`config.mk`:
```
export PLATFORM = sky130hd
export DESIGN_NAME = rv32_mem_arbiter_flat
export DESIGN_NICKNAME = d
export VERILOG_FILES = /design/src/rtl/rv32_mem_arbiter_if.sv /design/src/rtl/rv32_mem_arbiter.sv /design/src/flat_wrapper.sv
export SDC_FILE = /design/constraint.sdc
export NUM_CORES = 1
export LEC_CHECK = 0
export ABC_AREA = 1
export CORE_MARGIN = 5
export CORE_UTILIZATION = 32
export CTS_BUF_LIST = sky130_fd_sc_hd__clkbuf_16
export DETAILED_ROUTE_END_ITERATION = 8
export PLACE_DENSITY = 0.83
export SLEW_MARGIN = 20
export SYNTH_ARGS = -nofsm -noshare
export SYNTH_HDL_FRONTEND = slang
export SYNTH_SLANG_ARGS = --single-unit
export TNS_END_PERCENT = 1
```
`constraint.sdc`:
```
create_clock -name clk -period 2.6 [get_ports clk]
set_input_delay 0.52 -clock clk [delete_from_list [all_inputs] [get_ports clk]]
set_output_delay 0.52 -clock clk [all_outputs]
set_load 0.05 [all_outputs]
```
`src/rtl/rv32_mem_arbiter_if.sv`:
```
// Bus bundle between the fetch and load/store requesters, the memory arbiter
// and the single-ported unified memory.
interface rv32_mem_arbiter_if #(
  parameter int ADDR_W = 32,
  parameter int DATA_W = 32
);
  logic                  if_req;
  logic [ADDR_W-1:0]     if_addr;
  logic                  if_gnt;
  logic                  if_rvalid;
  logic [DATA_W-1:0]     if_rdata;

  logic                  d_req;
  logic                  d_we;
  logic [ADDR_W-1:0]     d_addr;
  logic [DATA_W-1:0]     d_wdata;
  logic [DATA_W/8-1:0]   d_be;
  logic                  d_gnt;
  logic                  d_rvalid;
  logic [DATA_W-1:0]     d_rdata;

  logic                  mem_en;
  logic                  mem_we;
  logic [ADDR_W-1:0]     mem_addr;
  logic [DATA_W-1:0]     mem_wdata;
  logic [DATA_W/8-1:0]   mem_be;
  logic [DATA_W-1:0]     mem_rdata;

  // Arbiter side.
  modport slave (
    input  if_req, if_addr,
    input  d_req, d_we, d_addr, d_wdata, d_be,
    input  mem_rdata,
    output if_gnt, if_rvalid, if_rdata,
    output d_gnt, d_rvalid, d_rdata,
    output mem_en, mem_we, mem_addr, mem_wdata, mem_be
  );

  // Requesters and memory side.
  modport master (
    output if_req, if_addr,
    output d_req, d_we, d_addr, d_wdata, d_be,
    output mem_rdata,
    input  if_gnt, if_rvalid, if_rdata,
    input  d_gnt, d_rvalid, d_rdata,
    input  mem_en, mem_we, mem_addr, mem_wdata, mem_be
  );
endinterface

```
`src/rtl/rv32_mem_arbiter.sv`:
```
// Arbiter/sequencer for the shared instruction/data memory: data has priority,
// a starvation counter forces a fetch grant after STARVE_MAX lost arbitrations.
module rv32_mem_arbiter #(
  parameter int ADDR_W     = 32,
  parameter int DATA_W     = 32,
  parameter int MEM_LAT    = 1,
  parameter int STARVE_MAX = 4
) (
  input  logic               clk,
  input  logic               rst,
  rv32_mem_arbiter_if.slave  bus
);

  localparam int             BE_W     = DATA_W / 8;
  localparam logic [2:0]     LAT_C    = 3'(MEM_LAT);
  localparam logic [3:0]     STARVE_C = 4'(STARVE_MAX);

  // S_IDLE | arbitrate and issue the winner to memory
  // S_WAIT | memory access in flight, requests ignored
  typedef enum logic {S_IDLE, S_WAIT} state_e;
  typedef enum logic [1:0] {OWN_NONE, OWN_IF, OWN_D} owner_e;

  state_e              state_q, state_d;
  owner_e              owner_q, owner_d;
  logic [2:0]          lat_cnt_q, lat_cnt_d;
  logic [3:0]          starve_cnt_q, starve_cnt_d;
  logic                store_q, store_d;
  logic                if_rvalid_q, if_rvalid_d;
  logic                d_rvalid_q, d_rvalid_d;
  logic [DATA_W-1:0]   if_rdata_q, if_rdata_d;
  logic [DATA_W-1:0]   d_rdata_q, d_rdata_d;

  logic                fetch_win;
  logic                data_win;
  logic [ADDR_W-1:0]   addr_mux;
  logic [DATA_W-1:0]   wdata_mux;
  logic [BE_W-1:0]     be_mux;

  always_comb begin
    fetch_win = 1'b0;
    data_win  = 1'b0;
    if (state_q == S_IDLE) begin
      fetch_win = bus.if_req && (!bus.d_req || (starve_cnt_q == STARVE_C));
      data_win  = bus.d_req && !fetch_win;
    end
  end

  always_comb begin
    addr_mux  = '0;
    wdata_mux = '0;
    be_mux    = '0;
    if (fetch_win) begin
      addr_mux = bus.if_addr;
      be_mux   = '1;
    end else if (data_win) begin
      addr_mux  = bus.d_addr;
      wdata_mux = bus.d_wdata;
      be_mux    = bus.d_be;
    end
  end

  always_comb begin
    state_d      = state_q;
    owner_d      = owner_q;
    lat_cnt_d    = lat_cnt_q;
    starve_cnt_d = starve_cnt_q;
    store_d      = store_q;
    if_rvalid_d  = 1'b0;
    d_rvalid_d   = 1'b0;
    if_rdata_d   = if_rdata_q;
    d_rdata_d    = d_rdata_q;
    case (state_q)
      S_IDLE: begin
        if (fetch_win || data_win) begin
          state_d   = S_WAIT;
          owner_d   = fetch_win ? OWN_IF : OWN_D;
          store_d   = data_win && bus.d_we;
          lat_cnt_d = LAT_C;
        end
        if (!bus.if_req || fetch_win) begin
          starve_cnt_d = '0;
        end else if (data_win && (starve_cnt_q != STARVE_C)) begin
          starve_cnt_d = starve_cnt_q + 4'd1;
        end
      end
      S_WAIT: begin
        lat_cnt_d = lat_cnt_q - 3'd1;
        // mem_rdata is valid in the last WAIT cycle; the response is registered.
        if (lat_cnt_q == 3'd1) begin
          state_d = S_IDLE;
          owner_d = OWN_NONE;
          if (owner_q == OWN_IF) begin
            if_rvalid_d = 1'b1;
            if_rdata_d  = bus.mem_rdata;
          end else if (owner_q == OWN_D) begin
            d_rvalid_d = 1'b1;
            if (!store_q) begin
              d_rdata_d = bus.mem_rdata;
            end
          end
        end
      end
      default: state_d = S_IDLE;
    endcase
  end

  always_ff @(posedge clk or posedge rst) begin
    if (rst) begin
      state_q      <= S_IDLE;
      owner_q      <= OWN_NONE;
      lat_cnt_q    <= '0;
      starve_cnt_q <= '0;
      store_q      <= 1'b0;
      if_rvalid_q  <= 1'b0;
      d_rvalid_q   <= 1'b0;
      if_rdata_q   <= '0;
      d_rdata_q    <= '0;
    end else begin
      state_q      <= state_d;
      owner_q      <= owner_d;
      lat_cnt_q    <= lat_cnt_d;
      starve_cnt_q <= starve_cnt_d;
      store_q      <= store_d;
      if_rvalid_q  <= if_rvalid_d;
      d_rvalid_q   <= d_rvalid_d;
      if_rdata_q   <= if_rdata_d;
      d_rdata_q    <= d_rdata_d;
    end
  end

  // Grants are combinational, so they are gated by rst directly.
  assign bus.if_gnt    = fetch_win && !rst;
  assign bus.d_gnt     = data_win && !rst;
  assign bus.mem_en    = (fetch_win || data_win) && !rst;
  assign bus.mem_we    = data_win && bus.d_we && !rst;
  assign bus.mem_addr  = addr_mux;
  assign bus.mem_wdata = wdata_mux;
  assign bus.mem_be    = be_mux;

  assign bus.if_rvalid = if_rvalid_q && !rst;
  assign bus.d_rvalid  = d_rvalid_q && !rst;
  assign bus.if_rdata  = if_rdata_q;
  assign bus.d_rdata   = d_rdata_q;

endmodule

```
`src/flat_wrapper.sv`:
```
// flat-port wrapper written by rule: the top's interface ports become plain ports
module rv32_mem_arbiter_flat 
#(
  parameter int ADDR_W     = 32,
  parameter int DATA_W     = 32,
  parameter int MEM_LAT    = 1,
  parameter int STARVE_MAX = 4
)
  (clk, rst, bus_if_req, bus_if_addr, bus_d_req, bus_d_we, bus_d_addr, bus_d_wdata, bus_d_be, bus_mem_rdata, bus_if_gnt, bus_if_rvalid, bus_if_rdata, bus_d_gnt, bus_d_rvalid, bus_d_rdata, bus_mem_en, bus_mem_we, bus_mem_addr, bus_mem_wdata, bus_mem_be);
  rv32_mem_arbiter_if #(.ADDR_W(ADDR_W), .DATA_W(DATA_W)) bus_i ();
  input  logic clk;
  input  logic rst;
  input wire logic [$bits(bus_i.if_req)-1:0] bus_if_req;
  input wire logic [$bits(bus_i.if_addr)-1:0] bus_if_addr;
  input wire logic [$bits(bus_i.d_req)-1:0] bus_d_req;
  input wire logic [$bits(bus_i.d_we)-1:0] bus_d_we;
  input wire logic [$bits(bus_i.d_addr)-1:0] bus_d_addr;
  input wire logic [$bits(bus_i.d_wdata)-1:0] bus_d_wdata;
  input wire logic [$bits(bus_i.d_be)-1:0] bus_d_be;
  input wire logic [$bits(bus_i.mem_rdata)-1:0] bus_mem_rdata;
  output wire logic [$bits(bus_i.if_gnt)-1:0] bus_if_gnt;
  output wire logic [$bits(bus_i.if_rvalid)-1:0] bus_if_rvalid;
  output wire logic [$bits(bus_i.if_rdata)-1:0] bus_if_rdata;
  output wire logic [$bits(bus_i.d_gnt)-1:0] bus_d_gnt;
  output wire logic [$bits(bus_i.d_rvalid)-1:0] bus_d_rvalid;
  output wire logic [$bits(bus_i.d_rdata)-1:0] bus_d_rdata;
  output wire logic [$bits(bus_i.mem_en)-1:0] bus_mem_en;
  output wire logic [$bits(bus_i.mem_we)-1:0] bus_mem_we;
  output wire logic [$bits(bus_i.mem_addr)-1:0] bus_mem_addr;
  output wire logic [$bits(bus_i.mem_wdata)-1:0] bus_mem_wdata;
  output wire logic [$bits(bus_i.mem_be)-1:0] bus_mem_be;
  assign bus_i.if_req = bus_if_req;
  assign bus_i.if_addr = bus_if_addr;
  assign bus_i.d_req = bus_d_req;
  assign bus_i.d_we = bus_d_we;
  assign bus_i.d_addr = bus_d_addr;
  assign bus_i.d_wdata = bus_d_wdata;
  assign bus_i.d_be = bus_d_be;
  assign bus_i.mem_rdata = bus_mem_rdata;
  assign bus_if_gnt = bus_i.if_gnt;
  assign bus_if_rvalid = bus_i.if_rvalid;
  assign bus_if_rdata = bus_i.if_rdata;
  assign bus_d_gnt = bus_i.d_gnt;
  assign bus_d_rvalid = bus_i.d_rvalid;
  assign bus_d_rdata = bus_i.d_rdata;
  assign bus_mem_en = bus_i.mem_en;
  assign bus_mem_we = bus_i.mem_we;
  assign bus_mem_addr = bus_i.mem_addr;
  assign bus_mem_wdata = bus_i.mem_wdata;
  assign bus_mem_be = bus_i.mem_be;
  rv32_mem_arbiter #(.ADDR_W(ADDR_W), .DATA_W(DATA_W), .MEM_LAT(MEM_LAT), .STARVE_MAX(STARVE_MAX)) u_core (.clk(clk), .rst(rst), .bus(bus_i));
endmodule
```
==> run_summary.xml, run 1 <==
<?xml version="1.0" encoding="UTF-8"?>
<metrics>
  <group name="global_route">
    <metric name="antenna_found_initial" unit="">0</metric>
    <metric name="grt_use_total" unit="%">23.0</metric>
    <metric name="overflow" unit="">0</metric>
    <metric name="grt_pass1_vias" unit="">4382</metric>
    <metric name="grt_max_degree" unit="">46</metric>
    <metric name="wire_length_of_the_first_global_routing_pass" unit="um">25500</metric>
  </group>
  <group name="synthesis">
    <metric name="synth.area.mux_share" unit="%">0</metric>
    <metric name="synth-xor-area-share" unit="%">0.689</metric>
    <metric name="synthSimpleGateAreaFrac" unit="%">28.6</metric>
    <metric name="synth.avg_cell_area" unit="um2">7.45</metric>
    <metric name="synth_compound_gate_area_share" unit="%">8.03</metric>
    <metric name="yosysUniqueCellTypes" unit="">23</metric>
    <metric name="synthDominantAreaCellType" unit="">dfrtp_1</metric>
    <metric name="synth.top_cells.by_area" unit="">dfrtp_1 (50%), nand2_1 (18%), inv_1 (7.2%), o21ai_1 (5.2%), nand3_1 (4.6%)</metric>
    <metric name="postSynthRegisterBits" unit="">77</metric>
    <metric name="synth-adder-area-share" unit="%">1.31</metric>
    <metric name="synth.net_count" unit="">653</metric>
    <metric name="main_combinational_cell_family_by_area_after_synthesis" unit="">simple AND/OR/NAND/NOR gates</metric>
    <metric name="fraction_of_the_yosys_area_taken_by_sequential_cells" unit="%">50.5</metric>
    <metric name="mapped_cells" unit="">512</metric>
    <metric name="area_share_of_the_largest_cell_type_after_synthesis" unit="%">50.5</metric>
    <metric name="mapped_area" unit="um2">3820</metric>
    <metric name="synth.yosys.warnings" unit="">0</metric>
  </group>
  <group name="cts">
    <metric name="hold_fix_buffers_cts" unit="">0</metric>
    <metric name="htree_levels" unit="">3</metric>
    <metric name="clkTransAtPathRegs" unit="ps">60</metric>
    <metric name="clock_buffers_created_by_tritoncts" unit="">9</metric>
    <metric name="cts_num_sinks" unit="">77</metric>
    <metric name="clk_root_buffer_cell" unit="">clkbuf_16</metric>
    <metric name="clock_path_buffers" unit="">2</metric>
    <metric name="cts_tree" unit="">done</metric>
    <metric name="insertion_delay" unit="ps">330</metric>
  </group>
  <group name="sta">
    <metric name="slew_viol_final" unit="">0</metric>
    <metric name="fin_hold_ws" unit="ps">477</metric>
    <metric name="final.setup_skew" unit="ps">11.7</metric>
    <metric name="maxClockFrequency" unit="GHz">0.398</metric>
    <metric name="rsz0062_at_grt" unit="">true</metric>
    <metric name="fraction_of_the_cycle_the_final_worst_path_needs" unit="%">96.6</metric>
    <metric name="setup_violations" unit="">0</metric>
    <metric name="slew-limit-headroom" unit="%">63.0</metric>
    <metric name="timing.final.crit_period" unit="ps">2510</metric>
    <metric name="actual_transition_at_the_worst_max_transition_pin" unit="ps">553</metric>
    <metric name="final_hold_fails" unit="">0</metric>
  </group>
  <group name="place">
    <metric name="post_dp_cell_area" unit="um2">7520</metric>
    <metric name="globalplace.congestion" unit="">0.864</metric>
    <metric name="port-buffer-count" unit="">274</metric>
    <metric name="dpl.hpwl" unit="um">13300</metric>
  </group>
  <group name="drt">
    <metric name="postRouteWirelength" unit="um">16500</metric>
    <metric name="routed_wire_length_per_instance" unit="um">17.6</metric>
    <metric name="dr.pass1.iters" unit="">4</metric>
    <metric name="detail_route.iter0.violations" unit="">242</metric>
    <metric name="routed_via_density" unit="">4.60</metric>
    <metric name="vias" unit="">4307</metric>
    <metric name="antenna_violating_nets_post_route" unit="">0</metric>
    <metric name="drcViolationCount" unit="">0</metric>
  </group>
  <group name="cells_and_area">
    <metric name="multiInputGateArea" unit="um2">1490</metric>
    <metric name="post-route-util" unit="%">67.7</metric>
    <metric name="layout-area-overhead-vs-synth" unit="%">105</metric>
    <metric name="final_layout_size_suffix_gt1_share" unit="%">15.4</metric>
    <metric name="mostFrequentLayoutCells" unit="">clkdlybuf4s50_1 (200), nand2_1 (183), buf_12 (78)</metric>
    <metric name="num-nets-final" unit="">930</metric>
    <metric name="diodes" unit="">0</metric>
    <metric name="fill_cells" unit="">880</metric>
    <metric name="final_design_area_no_fill" unit="um2">7830</metric>
    <metric name="most_common_library_cell_in_the_layout_ignoring_fill_and_taps" unit="">clkdlybuf4s50_1</metric>
    <metric name="seq_area" unit="um2">1930</metric>
  </group>
  <group name="worst_setup_path">
    <metric name="critical_path.max_fanout" unit="">34</metric>
    <metric name="setup.worst_path.start" unit="">u_core.starve_cnt_q[0]</metric>
    <metric name="critical_path_start_type" unit="">register</metric>
    <metric name="worstPathArrival" unit="ps">1990</metric>
    <metric name="required_time_worst_endpoint" unit="ps">2080</metric>
    <metric name="critical_path.endpoint_type" unit="">output port</metric>
    <metric name="timing.setup.critical_path_class" unit="">reg -&gt; out</metric>
    <metric name="worst_r2r_startpoint" unit="">u_core.state_q</metric>
  </group>
  <group name="floorplan">
    <metric name="die-area" unit="um2">14200</metric>
    <metric name="row_count" unit="">39</metric>
    <metric name="die_height" unit="um">119</metric>
    <metric name="starting_density_of_the_core" unit="%">33.0</metric>
    <metric name="coreArea" unit="um2">11600</metric>
    <metric name="io_pins" unit="">275</metric>
    <metric name="chipWidth" unit="um">119</metric>
  </group>
  <group name="job">
    <metric name="maxCapViolations" unit="">0</metric>
  </group>
  <group name="hold_path">
    <metric name="worst_hold_startpoint" unit="">u_core.bus.d_rdata[30]</metric>
    <metric name="worst_hold_path_type" unit="">reg -&gt; reg</metric>
  </group>
  <group name="pwr">
    <metric name="p_leak" unit="nW">3.81</metric>
    <metric name="power.density_cell_area" unit="nW/um2">1210</metric>
    <metric name="ir_drop" unit="mV">0.884</metric>
  </group>
  <group name="run_status">
    <metric name="status" unit="">finished, final reports clean</metric>
  </group>
</metrics>
worst paths after layout:
kind                                          endpoint  slack, ps  cells after the start
worst max-delay path                 bus_mem_wdata[25]         90                      9
worst min-delay path            u_core.bus.d_rdata[30]        480                      2
worst max register to register  u_core.bus.if_rdata[7]        670                      7
worst min register to register  u_core.bus.d_rdata[30]        480                      2
max in group asynchronous       u_core.bus.if_rdata[5]       1400                      3
min in group asynchronous            u_core.d_rvalid_q        810                      3
synthesized netlist by cell type (all sizes together):
library cell and n:
a21oi 6, buf 22, clkbuf 3, dfrtp 77
ha 4, inv 76, nand2 186, nand3 37
nand4 2, nor2 45, nor3 1, o21ai 47
o22ai 3, xnor2 1, xor2 2
area by class of cell:
type	instances	area share (%)
Sequential cell	77	24.6
Timing Repair Buffer	291	46.7
Multi-Input combinational cell	334	19.0
Clock inverter	6	0.815
Tap cell	143	2.28
Clock buffer	9	2.88
Inverter	76	3.66
power breakdown:
group / internal, mW / leakage (nW) / switching [mW]
Clock: 0.738 / 0.145 / 0.479
Sequential: 1.79 / 0.910 / 0.339
Combinational: 2.25 / 2.75 / 3.89
metrics by stage:
step                      power (mW)  TNS, ps  worst slack [ps]  cells
after floorplan                 5.69        0               113    512
after CTS                       9.56        0              40.5    935
after global routing            9.97    -1000             -49.8    936
final                           9.48        0              89.5    936
after detailed placement        8.30        0              85.9    920
after global placement          8.20        0               155    920
metal layers:
metal,track usage (%),share of wire (%)
met1,25.1,36
met2,40.1,50
met3,8.91,10
met4,9.41,3.6
met5,0,0
cell families (layout without fill, tap and decap cells):
group,after synthesis,in the layout
adder cells (fa/ha/maj),4,4
flip-flops,77,77
AND/OR/NAND/NOR,271,271
XOR/XNOR,3,3
buffers and inverters,101,382
AO/OA/AOI/OAI,56,56
flip-flops by register name (all words and copies together) (netlist names):
name                 flops
u_core.bus.d_rdata      32
u_core.bus.if_rdata     32
u_core.d_rvalid_q        1
u_core.if_rvalid_q       1
u_core.lat_cnt_q         3
u_core.owner_q           2
u_core.starve_cnt_q      4
u_core.state_q           1
u_core.store_q           1
worst max-delay path, stage by stage (launching register included):
cell and delay [ps]:
dfrtp_1 370, inv_1 80, ha_1 210, nand2_1 60, nor2_1 60, a21oi_4 220, nand2_2 100, buf_12 180
nor2_1 210, buf_12 170
what timing repair did:
item	CTS	global route
buffers inserted	0	1
endpoints found under the setup margin	0	66
resized for setup	0	5
Power figures use the tool's default switching activity.
==> run 2, diff against run 1 <==
CTS_CLUSTER_SIZE = 14   (was unset)
SETUP_SLACK_MARGIN = 0.15   (was unset)
==> run_summary.xml, run 2 (synthesis gave the netlist of run 1 again) <==
<?xml version="1.0" encoding="UTF-8"?>
<metrics>
  <group name="cts">
    <metric name="clk_root_buffer_cell" unit="">clkbuf_16</metric>
    <metric name="cts_num_sinks" unit="">77</metric>
    <metric name="hold_fix_buffers_cts" unit="">0</metric>
    <metric name="clkTransAtPathRegs" unit="ps">60</metric>
    <metric name="cts_tree" unit="">done</metric>
    <metric name="htree_levels" unit="">3</metric>
    <metric name="clock_path_buffers" unit="">2</metric>
    <metric name="clock_buffers_created_by_tritoncts" unit="">9</metric>
    <metric name="insertion_delay" unit="ps">320</metric>
  </group>
  <group name="worst_setup_path">
    <metric name="critical_path.endpoint_type" unit="">output port</metric>
    <metric name="critical_path_start_type" unit="">register</metric>
    <metric name="critical_path.max_fanout" unit="">8</metric>
    <metric name="worstPathArrival" unit="ps">1950</metric>
    <metric name="required_time_worst_endpoint" unit="ps">2080</metric>
    <metric name="timing.setup.critical_path_class" unit="">reg -&gt; out</metric>
  </group>
  <group name="place">
    <metric name="placement.setup.worst_slack" unit="ps">128</metric>
    <metric name="port-buffer-count" unit="">274</metric>
    <metric name="globalplace.congestion" unit="">0.897</metric>
    <metric name="post_dp_cell_area" unit="um2">7530</metric>
    <metric name="dpl.hpwl" unit="um">13300</metric>
  </group>
  <group name="pwr">
    <metric name="power.net_switching" unit="mW">4.83</metric>
    <metric name="power.density_cell_area" unit="nW/um2">1200</metric>
    <metric name="netSwitchingFraction" unit="%">49.8</metric>
    <metric name="power.total" unit="mW">9.71</metric>
    <metric name="clockPowerShare" unit="%">12.1</metric>
    <metric name="combinational_fraction_of_design_power" unit="%">65.8</metric>
    <metric name="ir_drop" unit="mV">0.869</metric>
    <metric name="cell_internal_pwr" unit="mW">4.88</metric>
    <metric name="p_leak" unit="nW">3.87</metric>
    <metric name="share_seq_of_total_power" unit="%">22.1</metric>
  </group>
  <group name="floorplan">
    <metric name="chipWidth" unit="um">119</metric>
    <metric name="starting_density_of_the_core" unit="%">33.0</metric>
    <metric name="io_pins" unit="">275</metric>
    <metric name="die-area" unit="um2">14200</metric>
    <metric name="coreArea" unit="um2">11600</metric>
    <metric name="row_count" unit="">39</metric>
    <metric name="die_height" unit="um">119</metric>
  </group>
  <group name="sta">
    <metric name="rsz0062_at_grt" unit="">true</metric>
    <metric name="maxClockFrequency" unit="GHz">0.405</metric>
    <metric name="setup_violations" unit="">0</metric>
    <metric name="setup_ws" unit="ps">130</metric>
    <metric name="actual_transition_at_the_worst_max_transition_pin" unit="ps">559</metric>
    <metric name="fin_tns_setup" unit="ps">0</metric>
    <metric name="final_hold_fails" unit="">0</metric>
    <metric name="slew_viol_final" unit="">0</metric>
    <metric name="final.setup_skew" unit="ps">7.02</metric>
    <metric name="slew-limit-headroom" unit="%">62.6</metric>
    <metric name="timing.final.crit_period" unit="ps">2470</metric>
    <metric name="fraction_of_the_cycle_the_final_worst_path_needs" unit="%">95.0</metric>
  </group>
  <group name="global_route">
    <metric name="overflow" unit="">0</metric>
    <metric name="grt_max_degree" unit="">57</metric>
    <metric name="antenna_found_initial" unit="">0</metric>
    <metric name="wire_length_of_the_first_global_routing_pass" unit="um">25200</metric>
    <metric name="grt_use_total" unit="%">22.6</metric>
    <metric name="grt_pass1_vias" unit="">4442</metric>
  </group>
  <group name="drt">
    <metric name="vias" unit="">4399</metric>
    <metric name="drcViolationCount" unit="">0</metric>
    <metric name="postRouteWirelength" unit="um">17500</metric>
    <metric name="detail_route.iter0.violations" unit="">227</metric>
    <metric name="antenna_violating_nets_post_route" unit="">0</metric>
    <metric name="routed_via_density" unit="">4.68</metric>
    <metric name="dr.pass1.iters" unit="">4</metric>
    <metric name="routed_wire_length_per_instance" unit="um">18.6</metric>
  </group>
  <group name="cells_and_area">
    <metric name="layout-area-overhead-vs-synth" unit="%">113</metric>
    <metric name="fill_cells" unit="">871</metric>
    <metric name="mostFrequentLayoutCells" unit="">clkdlybuf4s50_1 (198), nand2_1 (183), buf_12 (79)</metric>
    <metric name="num-nets-final" unit="">935</metric>
    <metric name="post-route-util" unit="%">70.2</metric>
    <metric name="diodes" unit="">0</metric>
    <metric name="multiInputGateArea" unit="um2">1680</metric>
    <metric name="final_design_area_no_fill" unit="um2">8120</metric>
    <metric name="seq_area" unit="um2">1930</metric>
    <metric name="most_common_library_cell_in_the_layout_ignoring_fill_and_taps" unit="">clkdlybuf4s50_1</metric>
    <metric name="final_layout_size_suffix_gt1_share" unit="%">20.3</metric>
  </group>
  <group name="hold_path">
    <metric name="worst_hold_path_type" unit="">reg -&gt; reg</metric>
  </group>
  <group name="job">
    <metric name="maxCapViolations" unit="">0</metric>
  </group>
  <group name="run_status">
    <metric name="status" unit="">finished, final reports clean</metric>
  </group>
</metrics>
run 2: changes by cell type in the layout (fill, tap and decap cells not counted), sizes merged:
cell / change
clkdlybuf4s50: -2
buf: +3
inv: -3
clkbuf: +2
clkinvlp: +2
dlymetal6s2s: +2
run 2: power by group through the flow:
stage                     sequential (mW)  clock (mW)  combinational [mW]
final                                2.15        1.18                6.39
after global routing                 2.23        1.25                6.69
after CTS                            2.15        1.20                6.18
after detailed placement             2.15           0                6.17
after global placement               2.12           0                6.07
after floorplan                      3.90           0                1.79
run 2: metrics by stage:
stage | hold WS [ps] | cells
floorplan | 473 | 512
global placement | 462 | 919
detailed placement | 466 | 919
CTS | 483 | 933
global route | 503 | 940
finish | 481 | 940
run 2: cell type report:
type                            count  share of cell area, %
Inverter                           76                   3.57
Sequential cell                    77                   23.7
Tap cell                          143                   2.20
Clock buffer                        9                   2.77
Multi-Input combinational cell    334                   20.7
Clock inverter                      5                  0.662
Timing Repair Buffer              296                   46.4
run 2: metal layers:
| layer | vias up | track usage, % | routed length [um] |
|---|---|---|---|
| li1 | 2118 | - | - |
| met3 | 39 | 8.10 | 1530 |
| met1 | 2051 | 24.8 | 6160 |
| met2 | 191 | 40.2 | 9030 |
| met4 | 0 | 7.75 | 738 |
| met5 | - | 0 | 0 |
run 2: what timing repair did:
action / 4_1_cts / 5_1_grt
gates cloned: 0 / 4
endpoints found under the setup margin: 29 / 70
buffers inserted: 0 / 3
gates resized for setup: 1 / 65
pin swaps: 0 / 3
run 2: path summary, 6_finish.rpt:
check                                        start                 endpoint  slack (ps)  cells after the start
setup / recovery            u_core.starve_cnt_q[0]         bus_mem_wdata[5]         130                      9
hold / removal             u_core.bus.if_rdata[22]  u_core.bus.if_rdata[22]         480                      2
setup reg to reg                    u_core.state_q  u_core.bus.if_rdata[30]         850                      7
hold reg to reg            u_core.bus.if_rdata[22]  u_core.bus.if_rdata[22]         480                      2
max in group asynchronous                      rst   u_core.bus.if_rdata[7]        1370                      3
min in group asynchronous                      rst   u_core.bus.d_rdata[24]         960                      3
run 2: critical path, cell delays in order (launching register included):
cell       delay (ps)
dfrtp_1           400
inv_2              70
ha_4              170
nand2_4            70
nor2_4             40
a21oi_4           220
nand2_4           140
clkbuf_16         230
nor2_4            140
buf_12            140
